<file path="src/rtl/posit_div_seq.sv">
// Sequential posit divider: decode, restoring mantissa divide, then rounded re-encode.
// Fixed latency for every operand pair, special cases included. es must be at least 1.
module posit_div_seq #(
   parameter int N  = 8,
   parameter int es = 1
) (
   input  logic         clk,
   input  logic         rst_n,
   input  logic         start,
   input  logic [N-1:0] in1,
   input  logic [N-1:0] in2,
   output logic [N-1:0] out,
   output logic         inf,
   output logic         zero,
   output logic         done,
   output logic         busy
);

   localparam int M  = N - es - 2;
   localparam int SW = $clog2(N) + es + 3;
   localparam int T  = es + M + 1;
   localparam int VW = N + T;
   localparam int CW = $clog2(M + 2) + 1;

   typedef enum logic [2:0] {IDLE, DECODE, DIV, ENC, DONE} stateT;

   typedef struct packed {
      logic                 sign;
      logic signed [SW-1:0] scale;
      logic [M-1:0]         mant;
   } decT;

   stateT state, nextState;

   logic [N-1:0]         opA, opB;
   logic                 sgn, narF, zeroF;
   logic signed [SW-1:0] scale;
   logic [M:0]           rem;
   logic [M-1:0]         dvs;
   logic [M+1:0]         quo;
   logic [CW-1:0]        cnt;

   decT                  decA, decB;
   logic                 qBit;
   logic [M:0]           remSub;
   logic [N-1:0]         encOut;

   // Splits one posit into sign, combined scale k*2^es+e and hidden-bit mantissa.
   function automatic decT decodePosit(input logic [N-1:0] x);
      decT                  d;
      logic [N-2:0]         body;
      logic [es-1:0]        e;
      logic [M-2:0]         f;
      logic signed [SW-1:0] kv;
      logic                 regBit, stop;
      int                   run;
      body   = x[N-1] ? (N-1)'(-x) : x[N-2:0];
      regBit = body[N-2];
      run    = 0;
      stop   = 1'b0;
      for (int i = N - 2; i >= 0; i--) begin
         if (!stop && body[i] == regBit) run++;
         else stop = 1'b1;
      end
      {e, f}  = (N-3)'((body << (run + 1)) >> 2);
      kv      = regBit ? SW'(run - 1) : SW'(-run);
      d.sign  = x[N-1];
      d.scale = (kv <<< es) + $signed({{(SW-es){1'b0}}, e});
      d.mant  = {1'b1, f};
      return d;
   endfunction

   function automatic logic isNaR(input logic [N-1:0] x);
      return x == {1'b1, {(N-1){1'b0}}};
   endfunction

   // State register; reset aborts any operation in flight.
   always_ff @(posedge clk or negedge rst_n) begin
      if (!rst_n) state <= IDLE;
      else        state <= nextState;
   end

   always_comb begin
      nextState = state;
      unique case (state)
         IDLE:    if (start) nextState = DECODE;
         DECODE:  nextState = DIV;
         DIV:     if (cnt == CW'(M + 1)) nextState = ENC;
         ENC:     nextState = DONE;
         DONE:    nextState = IDLE;
         default: nextState = IDLE;
      endcase
   end

   assign busy = (state != IDLE);
   assign done = (state == DONE);

   always_comb begin
      decA   = decodePosit(opA);
      decB   = decodePosit(opB);
      qBit   = (rem >= {1'b0, dvs});
      remSub = qBit ? (rem - {1'b0, dvs}) : rem;
   end

   // Encode: normalise quotient, build regime/exponent/fraction, round-nearest-even, saturate.
   logic signed [SW-1:0] sc, kS;
   logic [es-1:0]        eS;
   logic [M:0]           frac;
   logic [T-1:0]         tail;
   logic [N-1:0]         regVec, mag;
   logic [VW-1:0]        v;
   logic [N-2:0]         bodyE, magBody;
   logic                 guard, restOr, rUp, sticky;
   int                   kInt, r;

   always_comb begin
      sticky = |rem;
      sc     = quo[M+1] ? scale : (scale - SW'(1));
      frac   = quo[M+1] ? quo[M:0] : {quo[M-1:0], 1'b0};
      kS     = sc >>> es;
      eS     = sc[es-1:0];
      kInt   = int'(kS);
      tail   = {eS, frac};
      r      = (kInt >= 0) ? (kInt + 1) : -kInt;
      if (kInt >= 0) regVec = ~({N{1'b1}} >> r);
      else           regVec = N'(1) << (N - 1 - r);
      v       = {regVec, {T{1'b0}}} | ({{N{1'b0}}, tail} << (N - 1 - r));
      bodyE   = v[VW-1 -: N-1];
      guard   = v[VW-N];
      restOr  = (|v[VW-N-1:0]) | sticky;
      rUp     = guard & (restOr | bodyE[0]);
      magBody = bodyE + (N-1)'(rUp);
      if (kInt > N - 3)         mag = {1'b0, {(N-1){1'b1}}};
      else if (kInt < -(N - 2)) mag = N'(1);
      else                      mag = {1'b0, magBody};
      if (narF)       encOut = {1'b1, {(N-1){1'b0}}};
      else if (zeroF) encOut = '0;
      else            encOut = sgn ? -mag : mag;
   end

   // Datapath registers, each stage only touching its own state.
   always_ff @(posedge clk or negedge rst_n) begin
      if (!rst_n) begin
         opA   <= '0;
         opB   <= '0;
         sgn   <= 1'b0;
         narF  <= 1'b0;
         zeroF <= 1'b0;
         scale <= '0;
         rem   <= '0;
         dvs   <= '0;
         quo   <= '0;
         cnt   <= '0;
         out   <= '0;
         inf   <= 1'b0;
         zero  <= 1'b0;
      end else begin
         unique case (state)
            IDLE: begin
               if (start) begin
                  opA <= in1;
                  opB <= in2;
               end
            end
            DECODE: begin
               sgn   <= decA.sign ^ decB.sign;
               narF  <= isNaR(opA) | isNaR(opB) | (opB == '0);
               zeroF <= (opA == '0);
               scale <= decA.scale - decB.scale;
               rem   <= {1'b0, decA.mant};
               dvs   <= decB.mant;
               quo   <= '0;
               cnt   <= '0;
            end
            DIV: begin
               quo <= {quo[M:0], qBit};
               rem <= remSub << 1;
               cnt <= cnt + 1'b1;
            end
            ENC: begin
               out  <= encOut;
               inf  <= narF;
               zero <= ~narF & zeroF;
            end
            default: ;
         endcase
      end
   end

endmodule

</file>
<file path="config.mk">
export PLATFORM = sky130hd
export DESIGN_NAME = posit_div_seq
export DESIGN_NICKNAME = d
export VERILOG_FILES = /design/src/rtl/posit_div_seq.sv
export SDC_FILE = /design/constraint.sdc
export NUM_CORES = 1
export LEC_CHECK = 0
export CORE_MARGIN = 3
export CORE_UTILIZATION = 36
export DETAILED_ROUTE_END_ITERATION = 8
export GPL_ROUTABILITY_DRIVEN = 0
export SETUP_SLACK_MARGIN = 0.5
export SLEW_MARGIN = 20
export SYNTH_ARGS = -nofsm -noshare
export SYNTH_HDL_FRONTEND = slang
export SYNTH_SLANG_ARGS = --single-unit
</file>
<file path="constraint.sdc">
create_clock -name clk -period 15.17 [get_ports clk]
set_input_delay 3.034 -clock clk [delete_from_list [all_inputs] [get_ports clk]]
set_output_delay 3.034 -clock clk [all_outputs]
set_load 0.03 [all_outputs]
</file>
==> results of run 1 <==
stage by stage:
stage	instances	instance area [sq um]	setup slack [ns]	hold slack [ns]	utilization
after floorplan	759	6160	8.57	0.418	-
after global routing	991	6920	7.25	0.509	0.416
after detailed placement	978	6640	7.95	0.440	0.399
after global placement	978	6640	8.06	0.437	0.399
after CTS	991	6920	7.91	0.452	0.416
final	991	6920	7.85	0.448	0.416
registers in the layout (all words and copies together) (netlist names):
name   cells
cnt        4
dvs        5
quo        7
narF       1
rem        6
zeroF      1
scale      7
inf        1
zero       1
opB        8
sgn        1
out        8
state      3
opA        8
layout make-up:
class	instances	area [sq um]
clock buffers	11	253
clock inverters	2	35.0
fillers	1731	9720
inverters	48	180
multi-input cells	612	4310
flip-flops and latches	61	1530
well taps	220	275
repair buffers	37	348
path summary, 6_finish.rpt:
path / start / to / slack (ns) / cells past startpoint
worst min-delay path: dvs[4] / dvs[4] / 0.45 / 2
max in group asynchronous: rst_n / out[5] / 11.78 / 2
min in group asynchronous: rst_n / opA[7] / 2.86 / 2
worst max-delay path: scale[1] / out[7] / 7.85 / 25
worst min register to register: dvs[4] / dvs[4] / 0.45 / 2
worst max register to register: scale[1] / out[7] / 7.85 / 25
cell families after synthesis:
kind of cell / Yosys count / synth area share
AND/OR/NAND/NOR: 262 / 0.219
AO/OA/AOI/OAI: 218 / 0.248
buffers and inverters: 86 / 0.0546
flip-flops: 61 / 0.248
XOR/XNOR: 56 / 0.0818
adder cells (fa/ha/maj): 43 / 0.0897
multiplexers: 33 / 0.0589
per-layer routing:
metal	GRT usage	routed length, microns	vias up	part of all wire
met5	0	0	-	0
met4	0.0394	217	0	0.015
met3	0.0235	409	17	0.029
met2	0.248	6580	73	0.46
met1	0.219	6980	2545	0.49
li1	-	-	2786	-
critical path, delay by kind of cell, from the launching register on:
family	cells	cell delay, ns
and+or+nand+nor	14	3.08
DFF	1	0.42
buffers and inverters	2	0.71
AOI/OAI and AO/OA	6	1.96
adders and majority gates	3	1.02
placed cells by master, fill, tap and decap left out, types with 3 or more instances in the layout:
cell type                          n
sky130_fd_sc_hd__a211oi_1         13
sky130_fd_sc_hd__a21boi_0          4
sky130_fd_sc_hd__a21o_1            8
sky130_fd_sc_hd__a21oi_1          38
sky130_fd_sc_hd__a221o_1           3
sky130_fd_sc_hd__a22o_1           11
sky130_fd_sc_hd__a31oi_1           9
sky130_fd_sc_hd__and2_1            6
sky130_fd_sc_hd__and3_1            8
sky130_fd_sc_hd__buf_4             7
sky130_fd_sc_hd__clkbuf_16         9
sky130_fd_sc_hd__clkdlybuf4s50_1  29
sky130_fd_sc_hd__dfrtp_1          61
sky130_fd_sc_hd__ha_1             41
sky130_fd_sc_hd__inv_1            47
sky130_fd_sc_hd__mux2_2           16
sky130_fd_sc_hd__mux2i_1          16
sky130_fd_sc_hd__nand2_1          77
sky130_fd_sc_hd__nand2b_1         14
sky130_fd_sc_hd__nand3_1          23
sky130_fd_sc_hd__nand4_1          11
sky130_fd_sc_hd__nor2_1           51
sky130_fd_sc_hd__nor2b_1           7
sky130_fd_sc_hd__nor3_1           18
sky130_fd_sc_hd__nor3b_1           4
sky130_fd_sc_hd__nor4_1            9
sky130_fd_sc_hd__o211ai_1         10
sky130_fd_sc_hd__o21a_1            7
sky130_fd_sc_hd__o21ai_0          52
sky130_fd_sc_hd__o22ai_1           7
sky130_fd_sc_hd__o31ai_1          12
sky130_fd_sc_hd__o32a_1            3
sky130_fd_sc_hd__o41ai_1           4
sky130_fd_sc_hd__or2_2             5
sky130_fd_sc_hd__or3_1             7
sky130_fd_sc_hd__xnor2_1          37
sky130_fd_sc_hd__xor2_1           18
==> impl_metrics.xml, run 1 <==
<?xml version="1.0" encoding="UTF-8"?>
<metrics>
  <group name="status">
    <metric name="run_status" unit="">complete, no violations</metric>
  </group>
  <group name="logic_synthesis">
    <metric name="netlist.top_cell.by_area" unit="">sky130_fd_sc_hd__dfrtp_1</metric>
    <metric name="synthTopCellsByCount" unit="">sky130_fd_sc_hd__nand2_1 (77), sky130_fd_sc_hd__dfrtp_1 (61), sky130_fd_sc_hd__o21ai_0 (52)</metric>
    <metric name="ys_seq_elements" unit="">61</metric>
    <metric name="syn_avg_cell_area" unit="sq um">8.12</metric>
    <metric name="syn_nets" unit="">821</metric>
    <metric name="ys_warn_count" unit="">0</metric>
    <metric name="yosys_most_used_dff" unit="">sky130_fd_sc_hd__dfrtp_1</metric>
    <metric name="netlist-cell-type-count" unit="">84</metric>
    <metric name="seq_area_frac_synth" unit="">0.248</metric>
    <metric name="ys_async_sr_fraction" unit="">1.00</metric>
    <metric name="yosys.area.top_type_share" unit="">0.248</metric>
    <metric name="yosys.cell_count.top_type" unit="">sky130_fd_sc_hd__nand2_1</metric>
    <metric name="post_synth_inst_count" unit="">759</metric>
    <metric name="synth.top_cells.by_area" unit="">sky130_fd_sc_hd__dfrtp_1 (25%), sky130_fd_sc_hd__ha_1 (8.3%), sky130_fd_sc_hd__xnor2_1 (5.3%), sky130_fd_sc_hd__nand2_1 (4.7%), sky130_fd_sc_hd__o21ai_0 (4.2%)</metric>
    <metric name="synth-edff-count" unit="">0</metric>
    <metric name="post_synth_instance_area" unit="sq um">6160</metric>
  </group>
  <group name="global_route">
    <metric name="grt_pass1_vias" unit="">4871</metric>
    <metric name="track_usage" unit="">0.155</metric>
    <metric name="grt_max_degree" unit="">62</metric>
    <metric name="initial_antenna_violation_count" unit="">0</metric>
    <metric name="grt_first_pass_wirelength" unit="microns">24000</metric>
    <metric name="overflow" unit="">0</metric>
  </group>
  <group name="timing">
    <metric name="slew_headroom" unit="">0.381</metric>
    <metric name="final.setup.tns" unit="ns">0</metric>
    <metric name="finClkSkew" unit="ns">0.00655</metric>
    <metric name="final_min_period_over_clock_period" unit="">0.483</metric>
    <metric name="final_period_minus_worst_setup_slack" unit="ns">7.32</metric>
    <metric name="final-max-slew-violation-count" unit="">0</metric>
    <metric name="rsz_0062_raised_after_global_routing" unit="">no</metric>
    <metric name="fmax" unit="GHz">0.137</metric>
    <metric name="timing.final.hold_violations" unit="">0</metric>
    <metric name="setup-violations-final" unit="">0</metric>
    <metric name="least_margin_pin_slew" unit="ns">0.917</metric>
  </group>
  <group name="cts">
    <metric name="tritoncts" unit="">done</metric>
    <metric name="worst_setup_hold_path_clk_slew" unit="ns">0.05</metric>
    <metric name="cts.hold.buffers_added" unit="">0</metric>
    <metric name="post_cts.repair.setup_buffers" unit="">0</metric>
    <metric name="clock_tree.root_cell" unit="">sky130_fd_sc_hd__clkbuf_16</metric>
    <metric name="cts_num_sinks" unit="">61</metric>
    <metric name="ctsLongestPathBuffers" unit="">2</metric>
    <metric name="cts-htree-levels" unit="">3</metric>
    <metric name="post_cts.resized_instances" unit="">0</metric>
    <metric name="total_clock_buffers_created_by_cts" unit="">9</metric>
    <metric name="clock_insertion_delay_worst_skew" unit="ns">0.33</metric>
  </group>
  <group name="drt">
    <metric name="antenna_violating_nets_post_route" unit="">0</metric>
    <metric name="drt-wirelength-per-cell" unit="microns">14.3</metric>
    <metric name="first_iter_violations" unit="">430</metric>
    <metric name="firstDrtPassIters" unit="">6</metric>
    <metric name="drt_drc" unit="">0</metric>
    <metric name="detailroute.via_count" unit="">5421</metric>
    <metric name="finalWirelength" unit="microns">14200</metric>
    <metric name="routed_via_density" unit="">5.47</metric>
  </group>
  <group name="placed_design">
    <metric name="buffer_ports.inserted" unit="">30</metric>
    <metric name="hpwl_after_detailed_placement" unit="microns">10700</metric>
  </group>
  <group name="final_layout">
    <metric name="areaGrowthSynthToFinish" unit="%">12.3</metric>
    <metric name="antenna_diode_count" unit="">0</metric>
    <metric name="drive_gt1_frac" unit="">0.0856</metric>
    <metric name="fin_nets" unit="">831</metric>
  </group>
  <group name="critical_path">
    <metric name="timing_worst_setup_path_type" unit="">register to register</metric>
    <metric name="cp_max_fo" unit="">26</metric>
    <metric name="worstSetupStartpointType" unit="">register</metric>
    <metric name="cp_data_required_time" unit="ns">15.37</metric>
    <metric name="critical_path_arrival" unit="ns">7.52</metric>
    <metric name="crit_path_top_delay_cell" unit="">sky130_fd_sc_hd__clkinv_1</metric>
    <metric name="cpPeakStageDelay" unit="ns">0.64</metric>
    <metric name="end_kind" unit="">register</metric>
  </group>
  <group name="die">
    <metric name="chipWidth" unit="microns">137</metric>
    <metric name="core_footprint" unit="sq um">16600</metric>
    <metric name="die-area" unit="sq um">18700</metric>
    <metric name="initial_utilization" unit="">0.370</metric>
    <metric name="die_height" unit="microns">137</metric>
    <metric name="rows" unit="">47</metric>
    <metric name="io_pins" unit="">31</metric>
  </group>
  <group name="worst_hold_path">
    <metric name="hold_wc_path_type" unit="">register to register</metric>
  </group>
  <group name="flow_run">
    <metric name="max_cap_violations" unit="">0</metric>
  </group>
</metrics>
Power of run 1 is left out: the tool's default activity adds up to more than one toggle a clock period on the data nets, which glitch-free logic cannot reach.
==> run 2, diff against run 1 <==
==> constraint.sdc (replaced) <==
create_clock -name clk -period 6.6 [get_ports clk]
set_input_delay 1.32 -clock clk [delete_from_list [all_inputs] [get_ports clk]]
set_output_delay 1.32 -clock clk [all_outputs]
set_load 0.03 [all_outputs]
==> run 2 against run 1 <==
Setup slack lost 7.2 ns. Clock skew grew 0.0033 ns. Fmax grew 23%. Core utilization grew 3.3 points. Register-to-register slack lost 7.2 ns. First-iteration DRC count shrank 14%. Critical endpoint unchanged. Worst hold slack lost 0.00053 ns. Via count grew 3.6%. Non-clock buffer count grew 35. Final cell count grew 3.8%. Clock-buffer cell count grew 1. Sequential share of layout area shrank 1.6 points.
==> impl_metrics.xml, run 2 (same netlist as run 1, synthesis figures left out) <==
<?xml version="1.0" encoding="UTF-8"?>
<metrics>
  <group name="status">
    <metric name="run_status" unit="">complete, no violations</metric>
  </group>
  <group name="critical_path">
    <metric name="rr_endpoint" unit="">out[7]</metric>
    <metric name="timing.critical_path.max_delay_family" unit="">simple AND/OR/NAND/NOR gates</metric>
    <metric name="timing.reg2reg.worst_path_depth" unit="">28</metric>
    <metric name="timing_worst_setup_path_type" unit="">register to register</metric>
    <metric name="ff2ff_setup_slack" unit="ns">0.66</metric>
    <metric name="crit_path_top_delay_cell" unit="">sky130_fd_sc_hd__or4b_4</metric>
    <metric name="cpPeakStageDelay" unit="ns">0.57</metric>
    <metric name="cp_data_required_time" unit="ns">6.80</metric>
    <metric name="critical_path_buf_inv_count" unit="">7</metric>
    <metric name="end_kind" unit="">register</metric>
    <metric name="regToRegStartpoint" unit="">scale[1]</metric>
    <metric name="critical_path_arrival" unit="ns">6.14</metric>
    <metric name="cp_max_fo" unit="">7</metric>
    <metric name="worstSetupStartpointType" unit="">register</metric>
  </group>
  <group name="drt">
    <metric name="drt-wirelength-per-cell" unit="microns">14.3</metric>
    <metric name="drt_drc" unit="">0</metric>
    <metric name="first_iter_violations" unit="">368</metric>
    <metric name="firstDrtPassIters" unit="">5</metric>
    <metric name="finalWirelength" unit="microns">14700</metric>
    <metric name="detailroute.via_count" unit="">5618</metric>
    <metric name="routed_via_density" unit="">5.46</metric>
    <metric name="antenna_violating_nets_post_route" unit="">0</metric>
  </group>
  <group name="placed_design">
    <metric name="dp_worst_setup_slack" unit="ns">0.289</metric>
    <metric name="buffer_ports.inserted" unit="">30</metric>
    <metric name="hpwl_after_detailed_placement" unit="microns">10900</metric>
  </group>
  <group name="timing">
    <metric name="least_margin_pin_slew" unit="ns">0.973</metric>
    <metric name="fmax" unit="GHz">0.168</metric>
    <metric name="final-max-slew-violation-count" unit="">0</metric>
    <metric name="final.setup.worst_slack" unit="ns">0.656</metric>
    <metric name="final_min_period_over_clock_period" unit="">0.901</metric>
    <metric name="slew_headroom" unit="">0.351</metric>
    <metric name="rsz_0062_raised_after_global_routing" unit="">yes</metric>
    <metric name="final.setup.tns" unit="ns">0</metric>
    <metric name="setup-violations-final" unit="">0</metric>
    <metric name="finClkSkew" unit="ns">0.00989</metric>
    <metric name="final_period_minus_worst_setup_slack" unit="ns">5.94</metric>
    <metric name="timing.final.hold_violations" unit="">0</metric>
  </group>
  <group name="cts">
    <metric name="total_clock_buffers_created_by_cts" unit="">9</metric>
    <metric name="tritoncts" unit="">done</metric>
    <metric name="cts_num_sinks" unit="">61</metric>
    <metric name="worst_setup_hold_path_clk_slew" unit="ns">0.05</metric>
    <metric name="clock_tree.root_cell" unit="">sky130_fd_sc_hd__clkbuf_16</metric>
    <metric name="clock_insertion_delay_worst_skew" unit="ns">0.32</metric>
    <metric name="ctsLongestPathBuffers" unit="">2</metric>
    <metric name="cts.hold.buffers_added" unit="">0</metric>
    <metric name="cts-htree-levels" unit="">3</metric>
  </group>
  <group name="final_layout">
    <metric name="drive_gt1_frac" unit="">0.177</metric>
    <metric name="antenna_diode_count" unit="">0</metric>
    <metric name="areaGrowthSynthToFinish" unit="%">21.4</metric>
    <metric name="final_util" unit="">0.449</metric>
    <metric name="reg_top3" unit="">opA (8), opB (8), out (8)</metric>
    <metric name="fin_nets" unit="">866</metric>
    <metric name="most-common-layout-cells" unit="">sky130_fd_sc_hd__nand2_1 (76), sky130_fd_sc_hd__dfrtp_1 (59), sky130_fd_sc_hd__o21ai_0 (51), sky130_fd_sc_hd__nor2_1 (48), sky130_fd_sc_hd__inv_1 (45)</metric>
    <metric name="mostFrequentLayoutCell" unit="">sky130_fd_sc_hd__nand2_1</metric>
  </group>
  <group name="die">
    <metric name="rows" unit="">47</metric>
    <metric name="core_footprint" unit="sq um">16600</metric>
    <metric name="io_pins" unit="">31</metric>
    <metric name="die-area" unit="sq um">18700</metric>
    <metric name="die_height" unit="microns">137</metric>
    <metric name="chipWidth" unit="microns">137</metric>
    <metric name="initial_utilization" unit="">0.370</metric>
  </group>
  <group name="global_route">
    <metric name="track_usage" unit="">0.157</metric>
    <metric name="grt_pass1_vias" unit="">5215</metric>
    <metric name="grt_max_degree" unit="">62</metric>
    <metric name="grt_first_pass_wirelength" unit="microns">24700</metric>
    <metric name="overflow" unit="">0</metric>
    <metric name="initial_antenna_violation_count" unit="">0</metric>
  </group>
  <group name="worst_hold_path">
    <metric name="hold_wc_path_type" unit="">register to register</metric>
    <metric name="whs_path_depth" unit="">2</metric>
    <metric name="hold_end" unit="">dvs[4]</metric>
    <metric name="holdCritStartpoint" unit="">dvs[4]</metric>
  </group>
  <group name="flow_run">
    <metric name="max_cap_violations" unit="">0</metric>
  </group>
</metrics>
==> run 2: tightest hold or removal path, stage by stage, from the launching register on <==
cell and delay (ns):
sky130_fd_sc_hd__dfrtp_1 0.32, sky130_fd_sc_hd__inv_1 0.05, sky130_fd_sc_hd__nand2_1 0.05
==> run 2: what timing repair did <==
| item | 4_1_cts | 5_1_grt |
|---|---|---|
| setup endpoints to repair | 4 | 8 |
| pin swaps | 5 | 28 |
| resized for setup | 10 | 46 |
| setup buffers | 2 | 19 |
==> run 2: metal layers <==
layer,vias up,part of all wire,wire [microns],global-route usage
met1,2616,0.48,7040,0.211
met2,110,0.47,6890,0.262
met4,0,0.021,303,0.0477
met5,-,0,0,0
met3,28,0.030,434,0.0243
li1,2864,-,-,-
==> run 2: layout make-up <==
cell class	instances	area, sq um
repair buffers	72	622
flip-flops and latches	61	1530
inverters	48	185
fillers	1635	9160
clock inverters	4	72.6
well taps	220	275
multi-input cells	612	4560
clock buffers	12	236
==> run 2: worst max-delay path by stage <==
| stage | start | endpoint | slack [ns] | depth (start not counted) |
|---|---|---|---|---|
| final | scale[1] | out[7] | 0.66 | 28 |
| after global routing | scale[0] | out[7] | 0.40 | 26 |
| after CTS | scale[1] | out[7] | 0.49 | 26 |
| after detailed placement | scale[1] | out[7] | 0.29 | 26 |
| after global placement | scale[1] | out[7] | 0.43 | 26 |
| after floorplan | scale[1] | out[7] | 0.50 | 29 |
==> run 2: metrics by stage <==
stage	std cells	hold slack [ns]	cell area, sq um
2_1_floorplan	759	0.418	6190
3_3_place_gp	992	0.433	6760
3_5_place_dp	992	0.437	6760
4_1_cts	1010	0.449	7140
5_1_grt	1029	0.481	7480
6_report	1029	0.448	7480
Power of run 2 is left out for the same reason.
==> run 3, diff against run 2 <==
--- a/config.mk
+++ b/config.mk
@@ -5,6 +5,7 @@
 export SDC_FILE = /design/constraint.sdc
 export NUM_CORES = 1
 export LEC_CHECK = 0
+export CAP_MARGIN = 20
 export CORE_MARGIN = 3
 export CORE_UTILIZATION = 36
 export DETAILED_ROUTE_END_ITERATION = 8
==> results of run 3 <==
Final layout, timing and power as in run 2 (identical DEF).
Power of run 3 is left out for the same reason.
